### src/rtl/data_mem_arbiter_pkg.sv
// rtl/data_mem_arbiter_pkg.sv - shared encodings and default widths for the data memory arbiter
package mem_arb_pkg;

  typedef enum logic [1:0] {
    IDLE   = 2'd0,
    ACCESS = 2'd1,
    RESP   = 2'd2
  } state_e;

  localparam logic PORT_CPU = 1'b0;
  localparam logic PORT_DMA = 1'b1;

  localparam int DEF_ADDR_W = 32;
  localparam int DEF_DATA_W = 32;

endpackage

### src/rtl/data_mem_arbiter_if.sv
// rtl/data_mem_arbiter_if.sv - CPU/DMA requester and data memory signals of the arbiter
interface data_mem_arbiter_if
  import mem_arb_pkg::*;
#(
  parameter int ADDR_W = DEF_ADDR_W,
  parameter int DATA_W = DEF_DATA_W
) ();

  logic              CPU_REQ;
  logic              CPU_WE;
  logic [ADDR_W-1:0] CPU_ADDR;
  logic [DATA_W-1:0] CPU_WDATA;
  logic              CPU_ACK;
  logic [DATA_W-1:0] CPU_RDATA;
  logic              CPU_STALL;

  logic              DMA_REQ;
  logic              DMA_WE;
  logic [ADDR_W-1:0] DMA_ADDR;
  logic [DATA_W-1:0] DMA_WDATA;
  logic              DMA_ACK;
  logic [DATA_W-1:0] DMA_RDATA;

  logic              MEM_READ;
  logic              MEM_WRITE;
  logic [ADDR_W-1:0] ADDRESS_MEM;
  logic [DATA_W-1:0] WRITE_DATA;
  logic [DATA_W-1:0] READ_DATA;

  // arbiter side
  modport slave (
    input  CPU_REQ, CPU_WE, CPU_ADDR, CPU_WDATA,
    output CPU_ACK, CPU_RDATA, CPU_STALL,
    input  DMA_REQ, DMA_WE, DMA_ADDR, DMA_WDATA,
    output DMA_ACK, DMA_RDATA,
    output MEM_READ, MEM_WRITE, ADDRESS_MEM, WRITE_DATA,
    input  READ_DATA
  );

  // requesters and data memory side
  modport master (
    output CPU_REQ, CPU_WE, CPU_ADDR, CPU_WDATA,
    input  CPU_ACK, CPU_RDATA, CPU_STALL,
    output DMA_REQ, DMA_WE, DMA_ADDR, DMA_WDATA,
    input  DMA_ACK, DMA_RDATA,
    input  MEM_READ, MEM_WRITE, ADDRESS_MEM, WRITE_DATA,
    output READ_DATA
  );

endinterface

### src/rtl/data_mem_arbiter_rr.sv
// rtl/data_mem_arbiter_rr.sv - combinational two-way round-robin pick
module rr_arbiter2 (
  input  logic [1:0] eligible,
  input  logic       last,
  output logic       grant_valid,
  output logic       grant_idx
);

  always_comb begin
    grant_valid = |eligible;
    grant_idx   = 1'b0;
    case (eligible)
      2'b01:   grant_idx = 1'b0;
      2'b10:   grant_idx = 1'b1;
      2'b11:   grant_idx = ~last;
      default: grant_idx = 1'b0;
    endcase
  end

endmodule

### src/rtl/data_mem_arbiter.sv
// rtl/data_mem_arbiter.sv - shares one data memory port between the CPU MEM stage and a DMA requester
module data_mem_arbiter
  import mem_arb_pkg::*;
#(
  parameter int ADDR_W = DEF_ADDR_W,
  parameter int DATA_W = DEF_DATA_W
) (
  input  logic          clk,
  input  logic          reset_n,
  data_mem_arbiter_if.slave bus
);

  state_e            r_state;
  state_e            w_state_nxt;
  logic              r_last;
  logic              r_gidx;
  logic              r_we;
  logic [ADDR_W-1:0] r_addr;
  logic [DATA_W-1:0] r_wdata;
  logic [DATA_W-1:0] r_cpu_rdata;
  logic [DATA_W-1:0] r_dma_rdata;

  logic [1:0]        w_eligible;
  logic              w_grant_valid;
  logic              w_grant_idx;
  logic              w_take_grant;
  logic              w_cpu_ack;
  logic              w_dma_ack;
  logic              w_win_we;
  logic [ADDR_W-1:0] w_win_addr;
  logic [DATA_W-1:0] w_win_wdata;

  // the port being acknowledged sits out this round, so a held REQ counts as new next cycle
  always_comb begin
    w_eligible = {bus.DMA_REQ, bus.CPU_REQ};
    if (r_state == RESP) begin
      w_eligible[r_gidx] = 1'b0;
    end
  end

  rr_arbiter2 u_rr (
    .eligible    (w_eligible),
    .last        (r_last),
    .grant_valid (w_grant_valid),
    .grant_idx   (w_grant_idx)
  );

  assign w_win_we    = w_grant_idx ? bus.DMA_WE    : bus.CPU_WE;
  assign w_win_addr  = w_grant_idx ? bus.DMA_ADDR  : bus.CPU_ADDR;
  assign w_win_wdata = w_grant_idx ? bus.DMA_WDATA : bus.CPU_WDATA;

  always_ff @(posedge clk or negedge reset_n) begin
    if (!reset_n) begin
      r_state <= IDLE;
    end else begin
      r_state <= w_state_nxt;
    end
  end

  always_comb begin
    w_state_nxt   = r_state;
    w_take_grant  = 1'b0;
    w_cpu_ack     = 1'b0;
    w_dma_ack     = 1'b0;
    bus.MEM_READ  = 1'b0;
    bus.MEM_WRITE = 1'b0;
    case (r_state)
      IDLE: begin
        w_take_grant = w_grant_valid;
        w_state_nxt  = w_grant_valid ? ACCESS : IDLE;
      end
      ACCESS: begin
        bus.MEM_WRITE = r_we;
        bus.MEM_READ  = ~r_we;
        w_state_nxt   = RESP;
      end
      RESP: begin
        w_cpu_ack    = (r_gidx == PORT_CPU);
        w_dma_ack    = (r_gidx == PORT_DMA);
        w_take_grant = w_grant_valid;
        w_state_nxt  = w_grant_valid ? ACCESS : IDLE;
      end
      default: w_state_nxt = IDLE;
    endcase
  end

  // LAST resets to DMA so the CPU wins the first tie
  always_ff @(posedge clk or negedge reset_n) begin
    if (!reset_n) begin
      r_last      <= PORT_DMA;
      r_gidx      <= PORT_CPU;
      r_we        <= 1'b0;
      r_addr      <= '0;
      r_wdata     <= '0;
      r_cpu_rdata <= '0;
      r_dma_rdata <= '0;
    end else begin
      if (w_take_grant) begin
        r_gidx  <= w_grant_idx;
        r_last  <= w_grant_idx;
        r_we    <= w_win_we;
        r_addr  <= w_win_addr;
        r_wdata <= w_win_wdata;
      end
      if (r_state == ACCESS) begin
        if (r_gidx == PORT_DMA) begin
          r_dma_rdata <= bus.READ_DATA;
        end else begin
          r_cpu_rdata <= bus.READ_DATA;
        end
      end
    end
  end

  assign bus.ADDRESS_MEM = r_addr;
  assign bus.WRITE_DATA  = r_wdata;
  assign bus.CPU_ACK     = w_cpu_ack;
  assign bus.DMA_ACK     = w_dma_ack;
  assign bus.CPU_RDATA   = r_cpu_rdata;
  assign bus.DMA_RDATA   = r_dma_rdata;
  assign bus.CPU_STALL   = bus.CPU_REQ & ~w_cpu_ack;

endmodule

### src/flat_wrapper.sv
// flat-port wrapper written by rule: the top's interface ports become plain ports
module data_mem_arbiter_flat import mem_arb_pkg::*;
#(
  parameter int ADDR_W = DEF_ADDR_W,
  parameter int DATA_W = DEF_DATA_W
)
  (clk, reset_n, bus_CPU_REQ, bus_CPU_WE, bus_CPU_ADDR, bus_CPU_WDATA, bus_CPU_ACK, bus_CPU_RDATA, bus_CPU_STALL, bus_DMA_REQ, bus_DMA_WE, bus_DMA_ADDR, bus_DMA_WDATA, bus_DMA_ACK, bus_DMA_RDATA, bus_MEM_READ, bus_MEM_WRITE, bus_ADDRESS_MEM, bus_WRITE_DATA, bus_READ_DATA);
  data_mem_arbiter_if #(.ADDR_W(ADDR_W), .DATA_W(DATA_W)) bus_i ();
  input  logic clk;
  input  logic reset_n;
  input wire logic [$bits(bus_i.CPU_REQ)-1:0] bus_CPU_REQ;
  input wire logic [$bits(bus_i.CPU_WE)-1:0] bus_CPU_WE;
  input wire logic [$bits(bus_i.CPU_ADDR)-1:0] bus_CPU_ADDR;
  input wire logic [$bits(bus_i.CPU_WDATA)-1:0] bus_CPU_WDATA;
  output wire logic [$bits(bus_i.CPU_ACK)-1:0] bus_CPU_ACK;
  output wire logic [$bits(bus_i.CPU_RDATA)-1:0] bus_CPU_RDATA;
  output wire logic [$bits(bus_i.CPU_STALL)-1:0] bus_CPU_STALL;
  input wire logic [$bits(bus_i.DMA_REQ)-1:0] bus_DMA_REQ;
  input wire logic [$bits(bus_i.DMA_WE)-1:0] bus_DMA_WE;
  input wire logic [$bits(bus_i.DMA_ADDR)-1:0] bus_DMA_ADDR;
  input wire logic [$bits(bus_i.DMA_WDATA)-1:0] bus_DMA_WDATA;
  output wire logic [$bits(bus_i.DMA_ACK)-1:0] bus_DMA_ACK;
  output wire logic [$bits(bus_i.DMA_RDATA)-1:0] bus_DMA_RDATA;
  output wire logic [$bits(bus_i.MEM_READ)-1:0] bus_MEM_READ;
  output wire logic [$bits(bus_i.MEM_WRITE)-1:0] bus_MEM_WRITE;
  output wire logic [$bits(bus_i.ADDRESS_MEM)-1:0] bus_ADDRESS_MEM;
  output wire logic [$bits(bus_i.WRITE_DATA)-1:0] bus_WRITE_DATA;
  input wire logic [$bits(bus_i.READ_DATA)-1:0] bus_READ_DATA;
  assign bus_i.CPU_REQ = bus_CPU_REQ;
  assign bus_i.CPU_WE = bus_CPU_WE;
  assign bus_i.CPU_ADDR = bus_CPU_ADDR;
  assign bus_i.CPU_WDATA = bus_CPU_WDATA;
  assign bus_CPU_ACK = bus_i.CPU_ACK;
  assign bus_CPU_RDATA = bus_i.CPU_RDATA;
  assign bus_CPU_STALL = bus_i.CPU_STALL;
  assign bus_i.DMA_REQ = bus_DMA_REQ;
  assign bus_i.DMA_WE = bus_DMA_WE;
  assign bus_i.DMA_ADDR = bus_DMA_ADDR;
  assign bus_i.DMA_WDATA = bus_DMA_WDATA;
  assign bus_DMA_ACK = bus_i.DMA_ACK;
  assign bus_DMA_RDATA = bus_i.DMA_RDATA;
  assign bus_MEM_READ = bus_i.MEM_READ;
  assign bus_MEM_WRITE = bus_i.MEM_WRITE;
  assign bus_ADDRESS_MEM = bus_i.ADDRESS_MEM;
  assign bus_WRITE_DATA = bus_i.WRITE_DATA;
  assign bus_i.READ_DATA = bus_READ_DATA;
  data_mem_arbiter #(.ADDR_W(ADDR_W), .DATA_W(DATA_W)) u_core (.clk(clk), .reset_n(reset_n), .bus(bus_i));
endmodule
### config.mk
export PLATFORM = sky130hd
export DESIGN_NAME = data_mem_arbiter_flat
export DESIGN_NICKNAME = d
export VERILOG_FILES = /design/src/rtl/data_mem_arbiter_pkg.sv /design/src/rtl/data_mem_arbiter_if.sv /design/src/rtl/data_mem_arbiter_rr.sv /design/src/rtl/data_mem_arbiter.sv /design/src/flat_wrapper.sv
export SDC_FILE = /design/constraint.sdc
export NUM_CORES = 1
export LEC_CHECK = 0
export CORE_MARGIN = 4
export CORE_UTILIZATION = 40
export CTS_BUF_LIST = sky130_fd_sc_hd__clkbuf_8
export DETAILED_ROUTE_END_ITERATION = 10
export DONT_BUFFER_PORTS = 1
export GPL_TIMING_DRIVEN = 0
export HOLD_SLACK_MARGIN = 0.08
export MAX_ROUTING_LAYER = met4
export SKIP_CTS_REPAIR_TIMING = 1
export SYNTH_ARGS = -nofsm -noshare
export SYNTH_HDL_FRONTEND = slang
export SYNTH_SLANG_ARGS = --single-unit
### constraint.sdc
create_clock -name clk -period 2.6 [get_ports clk]
set_input_delay 0.26 -clock clk [delete_from_list [all_inputs] [get_ports clk]]
set_output_delay 0.26 -clock clk [all_outputs]
set_load 0.01 [all_outputs]
==> results of run 1 <==
per-layer routing:
layer	part of all wire, %	wire [µm]	up-vias	global-route usage (%)
met5	0	0	-	-
met1	35	5068	1712	16.58
met4	1.2	169	0	4.869
met2	53	7737	191	28.31
li1	-	-	1562	-
met3	11	1582	16	9.625
cell families after synthesis:
logic type	after synthesis	share of synthesized area (%)
AND/OR/NAND/NOR	10	0.9158
buffers and inverters	25	2.355
AO/OA/AOI/OAI	5	0.6323
multiplexers	194	38.07
flip-flops	133	58.02
power breakdown:
part	switching, W	internal [W]	total (W)
logic	0.000945	0.00159	0.00254
clock network	0.000795	0.000996	0.00179
registers	0.00134	0.00316	0.00450
total	0.00308	0.00575	0.00883
worst paths after layout:
check	start	end	cells past startpoint
max	u_core.r_state[0]$_DFF_PN0_	u_core.bus.ADDRESS_MEM[21]$_DFFE_PN0P_	5
min in group clk	bus_DMA_WDATA[3]	u_core.bus.WRITE_DATA[3]$_DFFE_PN0P_	2
max in group asynchronous	reset_n	u_core.r_last$_DFFE_PN1P_	0
min	reset_n	u_core.bus.WRITE_DATA[20]$_DFFE_PN0P_	0
min reg2reg	u_core.r_last$_DFFE_PN1P_	u_core.r_last$_DFFE_PN1P_	2
max reg2reg	u_core.r_state[0]$_DFF_PN0_	u_core.bus.ADDRESS_MEM[21]$_DFFE_PN0P_	5
registers in the layout, indices dropped and copies added, names as in the netlist:
name                    cells
u_core.bus.CPU_RDATA       32
u_core.bus.WRITE_DATA      32
u_core.bus.ADDRESS_MEM     32
u_core.r_gidx               1
u_core.bus.DMA_RDATA       32
u_core.r_state              2
u_core.r_last               1
u_core.r_we                 1
worst register-to-register path: stages, from the launching register on:
cell     delay [ns]
dfrtp_1        0.44
and3b_1        0.33
a311o_1        0.29
buf_1          0.47
mux2_2         0.40
mux2_2         0.26
final cells by class:
type,count,area [µm²],share of cell area [%]
multi-input combinational,209,2280,30.56
sequential,133,3329,44.63
buffer,20,116.4,1.560
inverter,5,18.77,0.2516
clock buffer,19,261.5,3.506
tap,180,225.2,3.019
clock inverter,13,157.7,2.113
timing repair buffer,107,1071,14.36
stage by stage:
| stage | instance area, µm² | util, % |
|---|---|---|
| final | 7460 | 53.33 |
| after global routing | 7460 | 53.33 |
| after CTS | 6382 | 45.63 |
| after detailed placement | 5963 | 42.63 |
| after global placement | 5963 | 42.63 |
| after floorplan | 5738 | - |
cells in the final DEF, fill, tap and decap left out, types with 2 or more instances in the layout:
| cell type | count |
|---|---|
| clkinv_2 | 2 |
| clkbuf_8 | 19 |
| inv_1 | 7 |
| mux2_1 | 28 |
| bufinv_16 | 3 |
| nand2b_1 | 3 |
| buf_6 | 4 |
| mux2_2 | 166 |
| clkinvlp_4 | 2 |
| clkbuf_1 | 3 |
| dfrtp_1 | 132 |
| nor2_1 | 4 |
| buf_2 | 9 |
| o22ai_1 | 2 |
| clkinv_4 | 3 |
| buf_1 | 4 |
| dlygate4sd3_1 | 107 |
==> flow_summary.json, run 1 <==
{
  "nFillCells": 1166,
  "row_count": 43,
  "h-tree-depth": 4,
  "setup.worst_path.end_class": "flop",
  "insertion_delay_ns": 0.44,
  "period_minus_slack_ns": 2.296,
  "maxClockFrequency_ghz": 0.4356,
  "synth.most_common_cell": "mux2_2",
  "power.leakage_nw": 3.114,
  "cp_num_buf_inv": 1,
  "ys_top_cells_by_count": "mux2_2 (166), dfrtp_1 (132), mux2_1 (28), buf_2 (9), inv_1 (5)",
  "grt_overflow": 0,
  "synth_flop_cell": "dfrtp_1",
  "worstPathRequired_ns": 2.92,
  "syn_area_um2": 5738,
  "ir_drop_v": 0.0005489,
  "start_util_pct": 41.02,
  "pin_count": 299,
  "slew_headroom_pct": 56.52,
  "tritoncts": "done",
  "crit_slowest_cell": "buf_1",
  "routed-via-count": 3481,
  "track_usage_pct": 16.82,
  "worst_pin_slew_ns": 0.6522,
  "critPathMaxStageDelay_ns": 0.47,
  "p_per_area_nw_per_um2": 1184,
  "cts.root.buffer_cell": "clkbuf_8",
  "netlist.top_cell.by_area": "dfrtp_1",
  "place_ws_ns": 0.1707,
  "final-hold-violation-count": 133,
  "drv_cap": 0,
  "wirelength_um": 14560,
  "syn_nets": 533,
  "drc_errors": 0,
  "async_flop_share_pct": 100.0,
  "drive_gt1_share_pct": 41.70,
  "wl_per_cell_um": 21.22,
  "fin_crit_sh_pct": 88.30,
  "area_delta_synth_final_pct": 30.00,
  "start_kind": "flop",
  "dpl.hpwl_um": 10300,
  "core_um2": 13990,
  "first_iter_violations": 86,
  "yosys_warnings": 0,
  "setup_tns_ns": 0,
  "crit_top_cell": "mux2_2",
  "syn_area_per_cell_um2": 15.63,
  "antenna_cells_inserted": 0,
  "antenna_found_initial": 0,
  "drtPass1Iterations": 4,
  "fin_cells": 686,
  "place_congestion": 0.7587,
  "synth_area_leaders": "dfrtp_1 (58%), mux2_2 (33%), mux2_1 (5.5%)",
  "violations": "negative hold slack",
  "grt_pass1_vias": 3450,
  "die_w_um": 127.8,
  "clock_path_buffers": 2,
  "die_y_um": 127.8,
  "crit_chain": "and3b_1 > a311o_1 > buf_1 > mux2_2 > mux2_2",
  "skew_ns": 0.008482,
  "dieArea_um2": 16330,
  "numPlacedInstances": 547,
  "critPathTopFamily": "multiplexers",
  "cp_max_fo": 10,
  "numClockSinks": 133,
  "status": "finished with violations",
  "cts_buffers": 17,
  "port_buffers": 0,
  "synth-seq-cells": 133,
  "grt_pass1_wl_um": 19930,
  "ys_types": 18,
  "timing.hold.ws_ns": -0.4854,
  "synth_top_area_share_pct": 57.57,
  "slew_violations": 0,
  "yosysSeqAreaShare_pct": 58.02,
  "synth-edff-count": 0,
  "cp.arrival_ns": 2.61,
  "via_per_inst": 5.074,
  "syn_inst": 367,
  "setup_viol": 0,
  "fin_ws_ns": 0.3041,
  "grt_max_degree": 134,
  "path_class": "reg2reg",
  "rrSetupSlack_ns": 0.30,
  "clk_pin_slew_ns": 0.07,
  "fin_nets": 659,
  "drtAntennaViolNets": 0,
  "rsz0062_at_grt": "no",
  "total_power_w": 0.008830,
  "min_path_type": "in2async"
}
No activity file was read; power rests on OpenSTA's default activity.
==> run 2, diff against run 1 <==
Settings changed: RECOVER_POWER set to 100.
==> flow_summary.json, run 2 (synthesis results as in run 1) <==
{
  "drtPass1Iterations": 4,
  "cp.arrival_ns": 2.66,
  "start_util_pct": 41.02,
  "r2r_start": "u_core.r_gidx$_DFFE_PN0P_",
  "min_path_type": "in2async",
  "wirelength_um": 14550,
  "drv_cap": 0,
  "fin_nets": 659,
  "cts_buffers": 17,
  "antenna_cells_inserted": 0,
  "pin_count": 299,
  "rr_endpoint": "u_core.bus.WRITE_DATA[4]$_DFFE_PN0P_",
  "setup_tns_ns": 0,
  "die_w_um": 127.8,
  "place_congestion": 0.7587,
  "core_um2": 13990,
  "crit_chain": "and3b_1 > a311o_1 > buf_6 > clkbuf_2 > mux2_1 > mux2_2",
  "fin_ws_ns": 0.2605,
  "worstRegToRegCells": 6,
  "clock_path_buffers": 2,
  "port_buffers": 0,
  "drc_errors": 0,
  "power.leakage_nw": 3.103,
  "period_minus_slack_ns": 2.339,
  "nFillCells": 1170,
  "rrSetupSlack_ns": 0.26,
  "final_cell_area_um2": 7450,
  "antenna_found_initial": 0,
  "p_per_area_nw_per_um2": 1184,
  "final_common_cell": "mux2_2",
  "first_iter_violations": 83,
  "rsz0062_at_grt": "no",
  "ir_drop_v": 0.0005489,
  "track_usage_pct": 16.82,
  "routed-via-count": 3483,
  "fin_crit_sh_pct": 89.98,
  "tritoncts": "done",
  "skew_ns": 0.007021,
  "setup.worst_path.end_class": "flop",
  "via_per_inst": 5.077,
  "dieArea_um2": 16330,
  "critPathLaunch": "u_core.r_gidx$_DFFE_PN0P_",
  "maxClockFrequency_ghz": 0.4274,
  "violations": "negative hold slack",
  "worst_pin_slew_ns": 0.6496,
  "setup_viol": 0,
  "grt_pass1_wl_um": 19930,
  "dpl.hpwl_um": 10300,
  "place_ws_ns": 0.1707,
  "slew_headroom_pct": 56.70,
  "grt_max_degree": 134,
  "cp_max_fo": 10,
  "drive_gt1_share_pct": 41.11,
  "numClockSinks": 133,
  "wl_per_cell_um": 21.22,
  "slew_violations": 0,
  "clk_pin_slew_ns": 0.07,
  "worstPathRequired_ns": 2.92,
  "start_kind": "flop",
  "final-hold-violation-count": 133,
  "final_cell_mix": "mux2_2 (166), dfrtp_1 (132), dlygate4sd3_1 (107), mux2_1 (28), clkbuf_8 (19)",
  "grt_overflow": 0,
  "status": "finished with violations",
  "dpl_cell_area_um2": 5963,
  "insertion_delay_ns": 0.44,
  "critPathMaxStageDelay_ns": 0.45,
  "cts.root.buffer_cell": "clkbuf_8",
  "h-tree-depth": 4,
  "row_count": 43,
  "timing.hold.ws_ns": -0.4859,
  "path_class": "reg2reg",
  "grt_pass1_vias": 3450,
  "drtAntennaViolNets": 0,
  "die_y_um": 127.8,
  "crit_slowest_cell": "dfrtp_1",
  "area_delta_synth_final_pct": 29.83
}
run 2: cell count changes in the layout (fill, tap and decap cells not counted), sizes merged:
cell	delta
clkbuf	+11
buf	-11
run 2: worst max path at each step:
stage	slack [ns]	depth (start not counted)	endpoint
final	0.26	6	u_core.bus.WRITE_DATA[4]$_DFFE_PN0P_
after global routing	0.11	5	u_core.bus.ADDRESS_MEM[14]$_DFFE_PN0P_
after CTS	0.14	6	u_core.bus.WRITE_DATA[4]$_DFFE_PN0P_
after detailed placement	0.17	6	u_core.bus.WRITE_DATA[18]$_DFFE_PN0P_
after global placement	0.22	6	u_core.bus.WRITE_DATA[10]$_DFFE_PN0P_
after floorplan	0.64	6	u_core.bus.WRITE_DATA[10]$_DFFE_PN0P_
run 2: metal layers:
| layer | global-route usage (%) | vias to the layer above | routed length [µm] |
|---|---|---|---|
| met5 | - | - | 0 |
| li1 | - | 1562 | - |
| met2 | 28.31 | 191 | 7735 |
| met3 | 9.625 | 16 | 1587 |
| met4 | 4.869 | 0 | 169 |
| met1 | 16.58 | 1714 | 5061 |
run 2: report_power, final:
| group | total, W | internal, W | switching [W] |
|---|---|---|---|
| clock network | 0.00179 | 0.000996 | 0.000798 |
| registers | 0.00450 | 0.00316 | 0.00134 |
| logic | 0.00253 | 0.00158 | 0.000946 |
| total | 0.00882 | 0.00574 | 0.00308 |
run 2: layout make-up:
| class | count | area, µm² | share of cell area (%) |
|---|---|---|---|
| Sequential cell | 133 | 3329 | 44.69 |
| Multi-Input combinational cell | 209 | 2280 | 30.60 |
| Timing Repair Buffer | 107 | 1071 | 14.38 |
| Clock buffer | 19 | 261.5 | 3.510 |
| Tap cell | 180 | 225.2 | 3.023 |
| Clock inverter | 13 | 157.7 | 2.116 |
| Buffer | 20 | 106.4 | 1.428 |
| Inverter | 5 | 18.77 | 0.2519 |
run 2: metrics by stage:
| stage | util (%) | instances | total power, W | hold slack, ns |
|---|---|---|---|---|
| global route | 53.26 | 686 | 0.009377 | -0.5470 |
| CTS | 45.63 | 579 | 0.008853 | -0.5256 |
| detailed placement | 42.63 | 547 | 0.007023 | -0.03166 |
| finish | 53.26 | 686 | 0.008820 | -0.4859 |
| global placement | 42.63 | 547 | 0.006910 | -0.03174 |
| floorplan | - | 367 | 0.006264 | -0.03559 |
run 2: critical path, delay by kind of cell, from the launching register on:
kind	cells	cell delay, ns
buffers and inverters	2	0.43
AO/OA/AOI/OAI	1	0.43
flip-flops	1	0.45
AND/OR/NAND/NOR	1	0.27
multiplexers	2	0.62
==> run 3, diff against run 2 <==
Settings changed: ABC_AREA set to 1.
==> flow_summary.json, run 3 <==
{
  "fin_nets": 1141,
  "first_iter_violations": 338,
  "setup.worst_path.end_class": "flop",
  "fin_ws_ns": 0.3007,
  "row_count": 45,
  "worstRegToRegCells": 9,
  "critPathMaxStageDelay_ns": 0.57,
  "worstPathRequired_ns": 2.93,
  "syn_area_per_cell_um2": 7.620,
  "fin_crit_sh_pct": 88.44,
  "antenna_cells_inserted": 0,
  "met1_length_um": 7696,
  "port_buffers": 0,
  "ys_types": 14,
  "start_util_pct": 40.95,
  "via_per_inst": 4.811,
  "multi_input_area_um2": 2024,
  "rsz0062_at_grt": "no",
  "cp.arrival_ns": 2.63,
  "async_flop_share_pct": 100.0,
  "path_class": "reg2reg",
  "cts.root.buffer_cell": "clkbuf_8",
  "ys_top_cells_by_count": "nand2_1 (263), inv_1 (167), nand3_1 (134), dfrtp_1 (132), o21ai_0 (65)",
  "drv_cap": 0,
  "cp_max_fo": 10,
  "netlist.top_cell.by_area": "dfrtp_1",
  "rr_endpoint": "u_core.bus.WRITE_DATA[8]$_DFFE_PN0P_",
  "core_um2": 15260,
  "clk_pin_slew_ns": 0.08,
  "drive_gt1_share_pct": 6.478,
  "ir_drop_v": 0.0004618,
  "min_path_type": "in2async",
  "grt_overflow": 0,
  "critPathLaunch": "u_core.r_state[0]$_DFF_PN0_",
  "dr.max_layer_used": "met4",
  "die_w_um": 133.0,
  "dr_wl_met3_um": 1343,
  "crit_slowest_cell": "dlygate4sd3_1",
  "area_delta_synth_final_pct": 32.40,
  "grt_pass1_vias": 5138,
  "crit_chain": "inv_1 > nand3_1 > nand3_1 > buf_2 > buf_2 > nand3_1 > nand3_1 > dlygate4sd3_1 > nand2_1",
  "clock_path_buffers": 2,
  "synth_top_area_share_pct": 52.86,
  "r2r_start": "u_core.r_state[0]$_DFF_PN0_",
  "status": "finished with violations",
  "power.leakage_nw": 4.496,
  "crit_top_cell": "nand3_1",
  "cts_buffers": 17,
  "die_y_um": 133.0,
  "rrSetupSlack_ns": 0.30,
  "wl_per_cell_um": 15.97,
  "place_congestion": 0.8213,
  "synth.most_common_cell": "nand2_1",
  "final_cell_area_um2": 8273,
  "synth_area_leaders": "dfrtp_1 (53%), nand2_1 (16%), nand3_1 (11%)",
  "grt_max_degree": 134,
  "start_kind": "flop",
  "final_common_cell": "nand2_1",
  "final-hold-violation-count": 133,
  "final_cell_mix": "nand2_1 (265), inv_1 (169), dlygate4sd3_1 (136), nand3_1 (134), dfrtp_1 (132)",
  "drtPass1Iterations": 5,
  "setup_tns_ns": 0,
  "dieArea_um2": 17690,
  "timing.hold.ws_ns": -0.4837,
  "syn_nets": 986,
  "skew_ns": 0.01425,
  "maxClockFrequency_ghz": 0.4349,
  "yosysSeqAreaShare_pct": 53.28,
  "wl_met2_um": 9455,
  "yosys_warnings": 0,
  "violations": "negative hold slack",
  "routed-via-count": 5768,
  "synth_flop_cell": "dfrtp_1",
  "pin_count": 299,
  "slew_violations": 0,
  "nFillCells": 1405,
  "slew_headroom_pct": 67.55,
  "setup_viol": 0,
  "tritoncts": "done",
  "synth-edff-count": 0,
  "drtAntennaViolNets": 0,
  "seq_area_um2": 3329,
  "h-tree-depth": 4,
  "syn_area_um2": 6248,
  "period_minus_slack_ns": 2.299,
  "antenna_found_initial": 0,
  "grt_pass1_wl_um": 27570,
  "synth-seq-cells": 133,
  "dpl_cell_area_um2": 6513,
  "numClockSinks": 133,
  "drc_errors": 0,
  "worst_pin_slew_ns": 0.4867,
  "dpl.hpwl_um": 13070,
  "insertion_delay_ns": 0.44,
  "track_usage_pct": 20.15,
  "wirelength_um": 19140,
  "syn_inst": 820,
  "place_ws_ns": 0.8346,
  "p_per_area_nw_per_um2": 1081
}
## run 3: cell count changes after synthesis, sizes merged, moves of 2 or more
cell,delta
o21ai,+65
mux2,-194
o22ai,-2
nand3,+134
buf,+14
nand2b,-3
inv,+166
clkbuf,+13
nand2,+265
## run 3: cell families after synthesis
logic type	Yosys count	share of synthesized area [%]
AO/OA/AOI/OAI	66	5.467
buffers and inverters	218	14.24
AND/OR/NAND/NOR	403	27.01
flip-flops	133	53.28
## run 3: metrics by stage
stage               total power (W)  std cells  hold slack [ns]  utilization, %
CTS                        0.008628       1063          -0.5273           45.36
finish                     0.008943       1199          -0.4837           54.22
global placement           0.006756       1031         -0.03219           42.68
global route               0.009631       1199          -0.5341           54.22
detailed placement         0.006830       1031         -0.03132           42.68
floorplan                  0.005930        820         -0.03559               -
## run 3: how the worst max path moves through the flow
stage                                                   to  cells after the start
global route         u_core.bus.WRITE_DATA[14]$_DFFE_PN0P_                      9
global placement    u_core.bus.ADDRESS_MEM[22]$_DFFE_PN0P_                      9
floorplan           u_core.bus.ADDRESS_MEM[23]$_DFFE_PN0P_                      8
finish                u_core.bus.WRITE_DATA[8]$_DFFE_PN0P_                      9
CTS                                           bus_MEM_READ                      4
detailed placement  u_core.bus.ADDRESS_MEM[22]$_DFFE_PN0P_                      9
## run 3: report_power, final
part | total [W] | switching, W | internal [W]
Sequential | 0.00445 | 0.00135 | 0.00310
Clock | 0.00177 | 0.000853 | 0.000920
Combinational | 0.00272 | 0.00157 | 0.00115
Total | 0.00894 | 0.00377 | 0.00517
## run 3: area by class of cell
class                   count  area share, %
flip-flops and latches    133          40.24
multi-input cells         469          24.47
repair buffers            136          16.45
inverters                 171          7.759
well taps                 211          3.191
clock buffers              19          3.161
plain buffers              47          2.934
clock inverters            13          1.785
## run 3: routing by layer
layer,global-route usage (%),up-vias
li1,-,2780
met1,24.87,2694
met2,31.01,252
met3,5.932,42
met4,8.372,0
met5,-,-
## run 3: worst max-delay path: cells and delay by family (launching register included)
kind / cells / cell delay [ns]
buf+inv: 4 / 1.21
flops: 1 / 0.41
simple gates: 5 / 0.57
